===== config.mk =====
export PLATFORM = sky130hd
export DESIGN_NAME = reg_file_sweep
export DESIGN_NICKNAME = d
export VERILOG_FILES = /design/src/rtl/reg_file_sweep_pkg.sv /design/src/rtl/reg_file_wr_fmt.sv /design/src/rtl/reg_file_sweep.sv
export SDC_FILE = /design/constraint.sdc
export NUM_CORES = 1
export LEC_CHECK = 0
export BUFFER_PORTS_ARGS = -buffer_cell sky130_fd_sc_hd__buf_2
export CAP_MARGIN = 20
export CORE_ASPECT_RATIO = 1.2
export CORE_MARGIN = 2
export CORE_UTILIZATION = 62
export CTS_BUF_LIST = sky130_fd_sc_hd__clkbuf_8
export CTS_CLUSTER_SIZE = 24
export DETAILED_ROUTE_END_ITERATION = 12
export PLACE_DENSITY_LB_ADDON = 0.15
export SLEW_MARGIN = 20
export SYNTH_ARGS = -nofsm -noshare
export SYNTH_HDL_FRONTEND = slang
export SYNTH_SLANG_ARGS = --single-unit
export TNS_END_PERCENT = 10

===== constraint.sdc =====
create_clock -name clk -period 9.6 [get_ports clk]
set_clock_uncertainty 0.05 [all_clocks]
set_input_delay 0.96 -clock clk [delete_from_list [all_inputs] [get_ports clk]]
set_output_delay 0.96 -clock clk [all_outputs]
set_load 0.005 [all_outputs]

===== src/rtl/reg_file_sweep_pkg.sv =====
// Shared encodings for the sweep-cleared register file: write-index select,
// write-data format and the clear-FSM state type.
package reg_file_sweep_pkg;

   localparam logic [1:0] DST_LINK0 = 2'd0;
   localparam logic [1:0] DST_RT    = 2'd1;
   localparam logic [1:0] DST_RD    = 2'd2;
   localparam logic [1:0] DST_LINK3 = 2'd3;

   localparam logic [1:0] MODE_WORD    = 2'd0;
   localparam logic [1:0] MODE_HI16_ZX = 2'd1;
   localparam logic [1:0] MODE_LO16_SX = 2'd2;
   localparam logic [1:0] MODE_LO8_SX  = 2'd3;

   typedef enum logic {
      IDLE  = 1'b0,
      CLEAR = 1'b1
   } state_t;

endpackage


===== src/rtl/reg_file_wr_fmt.sv =====
// Write-value formatter: picks pc4 or a reformatted wr_data field.
module reg_file_wr_fmt
   import reg_file_sweep_pkg::*;
#(
   parameter int W = 32
) (
   input  logic         i_wr_src,
   input  logic [1:0]   i_wr_mode,
   input  logic [W-1:0] i_wr_data,
   input  logic [W-1:0] i_pc4,
   output logic [W-1:0] o_wr_val
);

   always_comb begin
      o_wr_val = i_wr_data;
      if (i_wr_src) begin
         o_wr_val = i_pc4;
      end else begin
         // Size casts zero-extend unsigned fields and sign-extend signed ones.
         case (i_wr_mode)
            MODE_HI16_ZX: o_wr_val = W'(i_wr_data[W-1 -: 16]);
            MODE_LO16_SX: o_wr_val = W'($signed(i_wr_data[15:0]));
            MODE_LO8_SX:  o_wr_val = W'($signed(i_wr_data[7:0]));
            default:      o_wr_val = i_wr_data;
         endcase
      end
   end

endmodule


===== src/rtl/reg_file_sweep.sv =====
// Register file cleared by a DEPTH-cycle sweep after reset or clr_req.
// Define REG_FILE_SWEEP_BYPASS_EN to forward a committing write to the read ports.
module reg_file_sweep
   import reg_file_sweep_pkg::*;
#(
   parameter int W        = 32,
   parameter int AW       = 5,
   parameter int LINK_REG = 2**AW-1
) (
   input  logic          clk,
   input  logic          rst,
   input  logic          clr_req,
   output logic          busy,
   input  logic          wr_en,
   input  logic [1:0]    wr_dst,
   input  logic [AW-1:0] rs,
   input  logic [AW-1:0] rt,
   input  logic [AW-1:0] rd,
   input  logic          wr_src,
   input  logic [1:0]    wr_mode,
   input  logic [W-1:0]  wr_data,
   input  logic [W-1:0]  pc4,
   output logic [W-1:0]  rd_a,
   output logic [W-1:0]  rd_b,
   output logic          wr_drop
);

   localparam int            DEPTH    = 2**AW;
   localparam logic [AW-1:0] LAST_IDX = AW'(DEPTH-1);
   localparam logic [AW-1:0] LINK_IDX = AW'(LINK_REG);

   state_t          r_state, w_state_nxt;
   logic [AW-1:0]   r_cnt, w_cnt_nxt;
   logic [W-1:0]    r_mem [DEPTH];
   logic [AW-1:0]   w_wr_idx;
   logic [W-1:0]    w_wr_val;
   logic            w_wr_commit;

   reg_file_wr_fmt #(.W(W)) u_wr_fmt (
      .i_wr_src  (wr_src),
      .i_wr_mode (wr_mode),
      .i_wr_data (wr_data),
      .i_pc4     (pc4),
      .o_wr_val  (w_wr_val)
   );

   always_comb begin
      w_wr_idx = LINK_IDX;
      case (wr_dst)
         DST_RT:  w_wr_idx = rt;
         DST_RD:  w_wr_idx = rd;
         default: w_wr_idx = LINK_IDX;
      endcase
   end

   assign busy        = (r_state == CLEAR);
   assign w_wr_commit = wr_en && !busy && (w_wr_idx != '0);
   assign wr_drop     = wr_en && busy && (w_wr_idx != '0);

   always_comb begin
      w_state_nxt = r_state;
      w_cnt_nxt   = r_cnt;
      case (r_state)
         IDLE: begin
            if (clr_req) begin
               w_state_nxt = CLEAR;
               w_cnt_nxt   = '0;
            end
         end
         CLEAR: begin
            if (r_cnt == LAST_IDX) begin
               w_state_nxt = IDLE;
               w_cnt_nxt   = '0;
            end else begin
               w_cnt_nxt = r_cnt + 1'b1;
            end
         end
         default: begin
            w_state_nxt = CLEAR;
            w_cnt_nxt   = '0;
         end
      endcase
   end

   always_ff @(posedge clk) begin
      if (rst) begin
         r_state <= CLEAR;
         r_cnt   <= '0;
      end else begin
         r_state <= w_state_nxt;
         r_cnt   <= w_cnt_nxt;
      end
   end

   // Storage has no reset of its own; the sweep is the only clear path.
   always_ff @(posedge clk) begin
      if (busy) begin
         r_mem[r_cnt] <= '0;
      end else if (w_wr_commit) begin
         r_mem[w_wr_idx] <= w_wr_val;
      end
   end

   always_comb begin
      rd_a = (rs == '0) ? '0 : r_mem[rs];
      rd_b = (rt == '0) ? '0 : r_mem[rt];
`ifdef REG_FILE_SWEEP_BYPASS_EN
      if (w_wr_commit && (w_wr_idx == rs)) rd_a = w_wr_val;
      if (w_wr_commit && (w_wr_idx == rt)) rd_b = w_wr_val;
`endif
      if (busy) begin
         rd_a = '0;
         rd_b = '0;
      end
   end

endmodule


* Word-level counts from Yosys, hierarchy flattened
Memories as Yosys holds them, arrays and structs flattened.
Cells that the tools add are included.
** Word-level totals
- Memory bits (read-only) :: 0
- Output and inout bits :: 66
- Bits in writable memories :: 1024
- Input bits :: 88
- Flip-flop bits (word level) :: 6
- Latch bits :: 0
- Memories kept :: 1
** Cells by class
- $lt $le $gt $ge :: 0
- Reductions and logical operators :: 9
- $mul :: 0
- Add/sub/neg operators :: 1
- Bitwise operators :: 1
- Shifts and indexed selects :: 0
- Mux-type cells :: 21
- Div/mod/pow operators :: 0
- Equality and inequality tests :: 7
** Memory list
- r_mem :: words 32, width 32, read ports 2, clocked after memory_dff 0, wr ports 1, line reg_file_sweep.sv:34 : logic [W-1:0] r_mem [DEPTH];
** Operators with widths (number)
- two-way mux 32 bit :: 6
- one-hot mux 32 bit (3 select lines) :: 1
- OR reduction 32 bit :: 1
- one-hot mux 5 bit (2 select lines) :: 2
- two-way mux 5 bit :: 3
- logical NOT 5 bit :: 2
- two-way mux 1 bit :: 8
- == test 2 bit, second input constant :: 3
- adder 5 x 1 -> 5 bit, second input constant :: 1
- == test 5 bit, second input constant :: 1
- nonzero test 5 bit :: 1
- == test 2 x 1 -> 1 bit, second input constant :: 2
- logical AND 1 bit :: 4
- inequality test 2 bit, second input constant :: 1
- one-hot mux 1 bit (2 select lines) :: 1
- logical NOT 1 bit :: 1
- NOT 1 bit :: 1

* Depth between registers and ports, before layout
Gate-level depths: netlist (run 1).
- Depth in word-level cells :: 9
- Gate-level depth with buffers :: 8
- Mapped depth without buffers :: 7

* By module
A second synthesis (run 1) with hierarchy kept.
** Second synthesis, totals
- Cells, all modules :: 2387
- Area total of the unflattened synthesis :: 48516.5 µm²
** Modules (own cells, without submodules)
- reg_file_sweep :: instances 1, sequential area each 30869.6 µm², area an instance 47872.2 µm², cells each 2270
- reg_file_wr_fmt :: instances 1, sequential area each 0.0 µm², area an instance 644.4 µm², cells each 117

* Least setup slack after synthesis (run 1)
Ideal clock, no wire load.
- Path kind :: in2reg
- Start :: in wr_dst[0]
- End :: mem r_mem[0][0] (enable)
- Cell stages on the path :: 7
- Path slack :: 3.688 ns
- Setup time :: 0.502 ns
- Data arrival time :: 5.360 ns
- Path through :: inv_1 ha_1 clkbuf_1 a221oi_1 a31oi_1 o21bai_1 nor4_1
** On the way
- Longest elaborated chain between the ends :: 9
- Elaborated cells on any way between the ends :: 11
- Those cells by class :: eq/ne (2); mux (6); reduce/logical (3)
** RTL lines
- from (decl) :: line reg_file_sweep.sv:15 : input logic [1:0] wr_dst,
- == test 2 bit or == test 2 x 1 -> 1 bit (tied branches) :: line reg_file_sweep.sv:49 : case (wr_dst)
- one-hot mux 5 bit (2 select lines) (*) :: line reg_file_sweep.sv:49
- nonzero test 5 bit :: line reg_file_sweep.sv:57 : assign w_wr_commit = wr_en && !busy && (w_wr_idx != '0);
- logical AND 1 bit :: line reg_file_sweep.sv:57
- two-way mux 1 bit :: line reg_file_sweep.sv:99 : end else if (w_wr_commit) begin
- two-way mux 1 bit :: line reg_file_sweep.sv:97 : if (busy) begin
- two-way mux 1 bit (not written as such) :: line reg_file_sweep.sv:100 : r_mem[w_wr_idx] <= w_wr_val;
- OR reduction 32 bit (no line)
- two-way mux 5 bit (no line) or two-way mux 1 bit (tied branches)
- to (decl) :: line reg_file_sweep.sv:34
Every way passes the cells marked *; elsewhere a longest branch is shown, timed or not.

* Final worst setup path (run 1)
- Start :: in rs[1]
- End :: out rd_a[29]
** On the way
- Longest elaborated chain between the ends :: 3
- Elaborated cells on any way between the ends :: 4
- Those cells by class :: mux (2); reduce/logical (1); memory (1)
** RTL lines
- from (decl) :: line reg_file_sweep.sv:16 : input logic [AW-1:0] rs,
- memory (32 x 32 bit) or logical NOT 5 bit (tied branches)
- two-way mux 32 bit (*) :: line reg_file_sweep.sv:105 : rd_a = (rs == '0) ? '0 : r_mem[rs];
- two-way mux 32 bit (*) :: line reg_file_sweep.sv:111 : if (busy) begin
- to (decl) :: line reg_file_sweep.sv:23 : output logic [W-1:0] rd_a,
Marked as above.

==> impl_metrics.sql, run 1 <==
INSERT INTO impl_metrics (metric_group, metric, value, unit) VALUES
('yosys', 'synth_fp_nets', '2458', ''),
('power', 'power.switching_fraction', '22.8', '%'),
('die', 'design.portCount', '154', ''),
('yosys', 'post_synth_instance_area', '48500', 'µm²'),
('clock_network', 'cts_sinks', '1030', ''),
('drt', 'via_per_inst', '7.44', ''),
('grt', 'grt-ovfl-total', '0', ''),
('die', 'width_of_the_die', '259', 'µm'),
('power', 'finalPower', '0.00911', 'W'),
('power', 'cellLeakagePower', '17.7', 'nW'),
('finish', 'fin_nets', '2675', ''),
('grt', 'antenna_violations_before_repair', '5', ''),
('yosys', 'netlist.area_leader.share', '63.4', '%'),
('yosys', 'synth_top_flop_cell', 'edfxtp_1', ''),
('clock_network', 'post_cts_buffers', '0', ''),
('placement', 'globalplace.congestion', '0.888', ''),
('sta', 'timing.fmax', '183', 'MHz'),
('drt', 'drtPass1Iterations', '6', ''),
('yosys', 'ys_types', '48', ''),
('die', 'rows', '112', ''),
('yosys', 'yosys_warnings', '0', ''),
('power', 'pwr-share-clk', '38.9', '%'),
('yosys', 'seq_area_frac_synth', '63.7', '%'),
('sta', 'slew_viol_final', '0', ''),
('critical_path', 'worstSetupPathType', 'in -> out', ''),
('die', 'chipHeight', '310', 'µm'),
('clock_network', 'tritoncts', 'built', ''),
('critical_path', 'largest_delay_contributor_family_on_the_critical_path', 'buffers and inverters', ''),
('die', 'core_box_area', '77600', 'µm²'),
('critical_path', 'arrival', '4.46', 'ns'),
('status', 'outcome', 'finished clean', ''),
('grt', 'grt_max_degree', '169', ''),
('worst_hold_path', 'hp-class', 'in -> reg', ''),
('grt', 'wire_length_of_the_first_global_routing_pass', '194', 'mm'),
('critical_path', 'worstPathBufferInverterCount', '4', ''),
('flow_run', 'number_of_violations_of_the_max_capacitance_limit', '0', ''),
('power', 'cellPowerDensity', '168', 'nW/µm²'),
('drt', 'dr.first_iter.drc_count', '3567', ''),
('grt', 'first_global_vias', '29231', ''),
('power', 'power_switching', '0.00207', 'W'),
('placement', 'dpl.hpwl', '73.6', 'mm'),
('sta', 'slew_at_the_pin_with_the_worst_max_slew_slack', '1.13', 'ns'),
('sta', 'slew-limit-headroom', '25.0', '%'),
('sta', 'setup_violations', '0', ''),
('yosys', 'postSynth.asyncResetShare', '0', '%'),
('yosys', 'post_synth_most_frequent_cells', 'edfxtp_1, mux4_2, mux2i_1', ''),
('critical_path', 'largest_stage_delay_on_the_critical_path', '0.80', 'ns'),
('sta', 'timing.setup.tns', '0', 'ns'),
('sta', 'rsz0062_at_grt', 'no', ''),
('power', 'pwr-share-seq', '54.3', '%'),
('critical_path', 'path_max_fanout', '138', ''),
('critical_path', 'critPathCaptureType', 'output pin', ''),
('drt', 'final_routed_wire_length_divided_by_cell_count', '36.0', 'µm'),
('sta', 'hold_viol', '0', ''),
('sta', 'finalCritPeriodShare', '56.9', '%'),
('clock_network', 'cts_root_buf', 'clkbuf_8', ''),
('clock_network', 'post_cts_hold_buffer_count', '0', ''),
('yosys', 'library_cell_with_the_highest_instance_count_after_synthesis', 'edfxtp_1', ''),
('clock_network', 'cts-root-to-sink-buffers', '3', ''),
('clock_network', 'clock_latency_on_the_worst_skew_pair', '0.81', 'ns'),
('power', 'p_int', '0.00704', 'W'),
('grt', 'grt_usage', '34.4', '%'),
('drt', 'totalWireLength', '135', 'mm'),
('placement', 'place.port_buffers', '153', ''),
('clock_network', 'ctsResizeCount', '0', ''),
('die', 'die-area', '80500', 'µm²'),
('drt', 'drc', '0', ''),
('die', 'floorplan.initialDensity', '62.4', '%'),
('clock_network', 'cts.reportedPaths.clkPinSlew', '0.06', 'ns'),
('drt', 'detail-route-antenna-nets', '0', ''),
('power', 'power.ir.vdd_worst', '175', 'µV');
-- cell type report --
class | count | area, µm²
clock inverters | 123 | 791
well taps | 1026 | 1280
flip-flops and latches | 1030 | 30900
fillers | 4762 | 23400
multi-input cells | 1118 | 17300
inverters | 23 | 86.3
diodes | 3 | 7.51
repair buffers | 252 | 1660
clock buffers | 163 | 2240
-- cells in the final DEF, fill, tap and decap left out, types with 5 or more instances in the layout --
cell type   count
nand2_1        29
buf_12          5
a221oi_4        6
clkbuf_8      165
mux2i_1       265
o221ai_1       64
mux2_2          9
buf_2         147
nor2_4         13
bufinv_16       9
mux4_2        512
a211oi_4       16
a21oi_2         8
edfxtp_1     1024
a21oi_1        17
a211o_1         9
nor3_2          8
inv_1          73
clkinvlp_4      7
clkinv_2       17
buf_4          89
a221oi_2       12
nor3_1          8
o22a_1         64
dfxtp_1         6
buf_8           8
nor2_1         20
clkinv_1       33
-- state kept, by name, indices dropped and copies added, names as in the netlist --
signal  count
r_mem    1024
r_cnt       5
busy        1
-- worst paths after layout --
kind | from | to | depth (start not counted)
hold reg to reg | r_cnt[1] | r_cnt[3] | 2
setup reg to reg | busy | r_mem[1][9] | 5
hold / removal | rst | r_cnt[0] | 2
setup / recovery | rs[1] | rd_a[29] | 8
-- per-stage QoR --
stage	cell area, µm²	hold WS (ns)	util (%)	worst slack, ns	std cells
floorplan	48500	0.460	-	3.69	2366
global placement	51100	0.511	65.8	4.18	3444
detailed placement	51100	0.520	65.9	4.16	3446
CTS	54200	0.294	69.8	4.16	3732
global route	54200	0.335	69.9	3.96	3736
finish	54200	0.337	69.9	4.13	3738
-- layer usage --
layer	GRT usage, %	share of wire (%)
met5	0	0.048
met4	17.5	5.1
met2	55.5	49
met3	7.21	10
met1	45.2	35
-- kinds of logic (layout without fill, tap and decap cells) --
| logic type | count (synthesis) | after routing | synth area share, % |
|---|---|---|---|
| and+or+nand+nor | 105 | 105 | 1.07 |
| adders and majority gates | 4 | 4 | 0.103 |
| muxes | 786 | 786 | 29.5 |
| other | 0 | 3 | 0 |
| DFF | 1030 | 1030 | 63.7 |
| AOI/OAI and AO/OA | 223 | 223 | 3.79 |
| buffers and inverters | 218 | 561 | 1.89 |
-- power groups by stage --
stage / clock network (W) / logic (W) / registers [W]
2_1_floorplan: 0 / 0.000446 / 0.00503
3_3_place_gp: 0 / 0.000611 / 0.00503
3_5_place_dp: 0 / 0.000620 / 0.00504
4_1_cts: 0.00357 / 0.000621 / 0.00494
5_1_grt: 0.00377 / 0.000654 / 0.00495
6_report: 0.00355 / 0.000622 / 0.00494
(Power assumes the default switching activity.)
==> run 2: changes to the inputs <==
==> constraint.sdc (replaced) <==
create_clock -name clk -period 5.25 [get_ports clk]
set_clock_uncertainty 0.05 [all_clocks]
set_input_delay 0.525 -clock clk [delete_from_list [all_inputs] [get_ports clk]]
set_output_delay 0.525 -clock clk [all_outputs]
set_load 0.005 [all_outputs]
==> impl_metrics.sql, run 2 (synthesis gave the netlist of run 1 again) <==
INSERT INTO impl_metrics (metric_group, metric, value, unit) VALUES
('status', 'outcome', 'finished clean', ''),
('clock_network', 'tritoncts', 'built', ''),
('drt', 'vias', '28022', ''),
('finish', 'commonest_non_fill_non_tap_cells_in_the_layout', 'edfxtp_1, mux4_2, mux2i_1, clkbuf_8, buf_2', ''),
('grt', 'first_global_vias', '29017', ''),
('die', 'floorplan.initialDensity', '62.4', '%'),
('critical_path', 'timing.reg2reg.setup_slack', '2.06', 'ns'),
('grt', 'wire_length_of_the_first_global_routing_pass', '199', 'mm'),
('critical_path', 'cp.required', '4.68', 'ns'),
('power', 'finalPower', '0.0165', 'W'),
('finish', 'fin_nets', '2680', ''),
('clock_network', 'post_cts_buffers', '0', ''),
('clock_network', 'cts_root_buf', 'clkbuf_8', ''),
('drt', 'dr.first_iter.drc_count', '3897', ''),
('sta', 'setup_violations', '0', ''),
('drt', 'wl_met2', '69.3', 'mm'),
('critical_path', 'worstSetupPathType', 'reg -> out', ''),
('worst_hold_path', 'worst_hold_path.endpoint', 'r_mem[4][15]', ''),
('power', 'power.ir.vdd_worst', '255', 'µV'),
('clock_network', 'cts_sinks', '1030', ''),
('die', 'design.portCount', '154', ''),
('grt', 'grt_usage', '35.6', '%'),
('worst_hold_path', 'holdCritStartpoint', 'pc4[15]', ''),
('critical_path', 'critPathCaptureType', 'output pin', ''),
('flow_run', 'number_of_violations_of_the_max_capacitance_limit', '0', ''),
('drt', 'drc', '0', ''),
('clock_network', 'clock_tree.htree_level_count', '4', ''),
('clock_network', 'cts.reportedPaths.clkPinSlew', '0.06', 'ns'),
('drt', 'detail-route-antenna-nets', '0', ''),
('die', 'die-area', '80500', 'µm²'),
('sta', 'timing.setup.tns', '0', 'ns'),
('sta', 'finalCritPeriodShare', '86.2', '%'),
('worst_hold_path', 'hp-class', 'in -> reg', ''),
('clock_network', 'ctsResizeCount', '0', ''),
('die', 'core_box_area', '77600', 'µm²'),
('finish', 'fraction_of_final_layout_cells_sized_beyond_drive_strength_1', '39.1', '%'),
('die', 'rows', '112', ''),
('critical_path', 'setup.worst_path.start_class', 'flop', ''),
('sta', 'rsz0062_at_grt', 'no', ''),
('clock_network', 'clock_latency_on_the_worst_skew_pair', '0.81', 'ns'),
('drt', 'drtPass1Iterations', '5', ''),
('drt', 'via_per_inst', '7.53', ''),
('clock_network', 'cts-root-to-sink-buffers', '3', ''),
('drt', 'routed.top_layer', 'met4', ''),
('clock_network', 'post_cts_hold_buffer_count', '2', ''),
('power', 'cellPowerDensity', '304', 'nW/µm²'),
('critical_path', 'r2r-end', 'r_mem[1][11]', ''),
('grt', 'grt_max_degree', '104', ''),
('finish', 'largest_register_by_flop_count', 'r_mem', ''),
('die', 'chipHeight', '310', 'µm'),
('finish', 'area.growth.synth_to_final', '12.3', '%'),
('drt', 'routed_metal_1_wirelength', '47.7', 'mm'),
('critical_path', 'reg2reg_from', 'busy', ''),
('die', 'width_of_the_die', '259', 'µm'),
('drt', 'final_routed_wire_length_divided_by_cell_count', '37.4', 'µm'),
('finish', 'largest_register_ff_count', '1024', ''),
('power', 'cellLeakagePower', '17.6', 'nW'),
('critical_path', 'arrival', '3.95', 'ns'),
('grt', 'antenna_violations_before_repair', '4', ''),
('sta', 'hold_viol', '0', ''),
('placement', 'dpl.hpwl', '78.2', 'mm'),
('finish', 'most_common_cell_after_layout_fill_and_taps_aside', 'edfxtp_1', ''),
('sta', 'slew_viol_final', '0', ''),
('sta', 'slew_at_the_pin_with_the_worst_max_slew_slack', '1.09', 'ns'),
('clock_network', 'tritoncts.num_buffers', '157', ''),
('worst_hold_path', 'hold_depth', '3', ''),
('drt', 'totalWireLength', '139', 'mm'),
('placement', 'place.port_buffers', '153', ''),
('grt', 'grt-ovfl-total', '0', ''),
('critical_path', 'ff2ff_path_depth', '5', ''),
('sta', 'slew-limit-headroom', '27.4', '%'),
('placement', 'globalplace.congestion', '0.880', ''),
('sta', 'period_minus_slack', '4.53', 'ns'),
('drt', 'wire_length_on_met3', '16.0', 'mm'),
('critical_path', 'path_max_fanout', '32', ''),
('sta', 'timing.fmax', '221', 'MHz');
## run 2: cell types whose count changed in the layout (fill, tap and decap cells not counted), sizes merged
cell / change
clkinvlp: -3
clkbuf: -1
bufinv: -1
dlygate4sd3: +2
buf: +4
diode: -1
clkinv: +3
inv: -19
## run 2: metal layers
layer	vias up	track usage (%)
met1	14777	46.6
met4	0	14.8
met5	-	0
met2	1979	58.1
li1	10882	-
met3	384	8.68
## run 2: worst max path at each step
stage | startpoint | endpoint | depth (start not counted)
global placement | rt[0] | rd_b[23] | 7
finish | busy | rd_a[18] | 4
detailed placement | wr_dst[0] | r_mem[31][17] | 10
global route | busy | rd_a[23] | 4
floorplan | wr_dst[0] | r_mem[12][0] | 7
CTS | busy | rd_b[30] | 4
## run 2: report_power, final
part	leakage [nW]	switching [W]	internal, W	total (W)
combinational	6.93	0.000632	0.000534	0.00117
clock	1.61	0.00309	0.00324	0.00633
sequential	9.10	0.0000381	0.00900	0.00904
total	17.6	0.00376	0.0128	0.0165
## run 2: area by class of cell
type / count / area [µm²]
diodes: 2 / 5.00
clock buffers: 162 / 2230
clock inverters: 103 / 648
fillers: 4711 / 23200
inverters: 23 / 86.3
multi-input cells: 1118 / 17400
flip-flops and latches: 1030 / 30900
well taps: 1026 / 1280
repair buffers: 258 / 1880
## run 2: critical path, stage by stage (launching register included)
cell      delay [ns]
dfxtp_1         0.50
inv_1           0.51
nand3_4         0.85
o221ai_1        1.01
buf_2           0.25
## run 2: metrics by stage
step           instance area, µm²  setup WS [ns]  utilization [%]  cells  hold slack (ns)
2_1_floorplan               48500          0.175                -   2366            0.460
3_3_place_gp                51400           1.33             66.2   3451            0.531
3_5_place_dp                51500           1.20             66.4   3453            0.538
4_1_cts                     54400          0.798             70.1   3720            0.213
5_1_grt                     54400          0.686             70.1   3721            0.259
6_report                    54400          0.723             70.1   3722            0.271
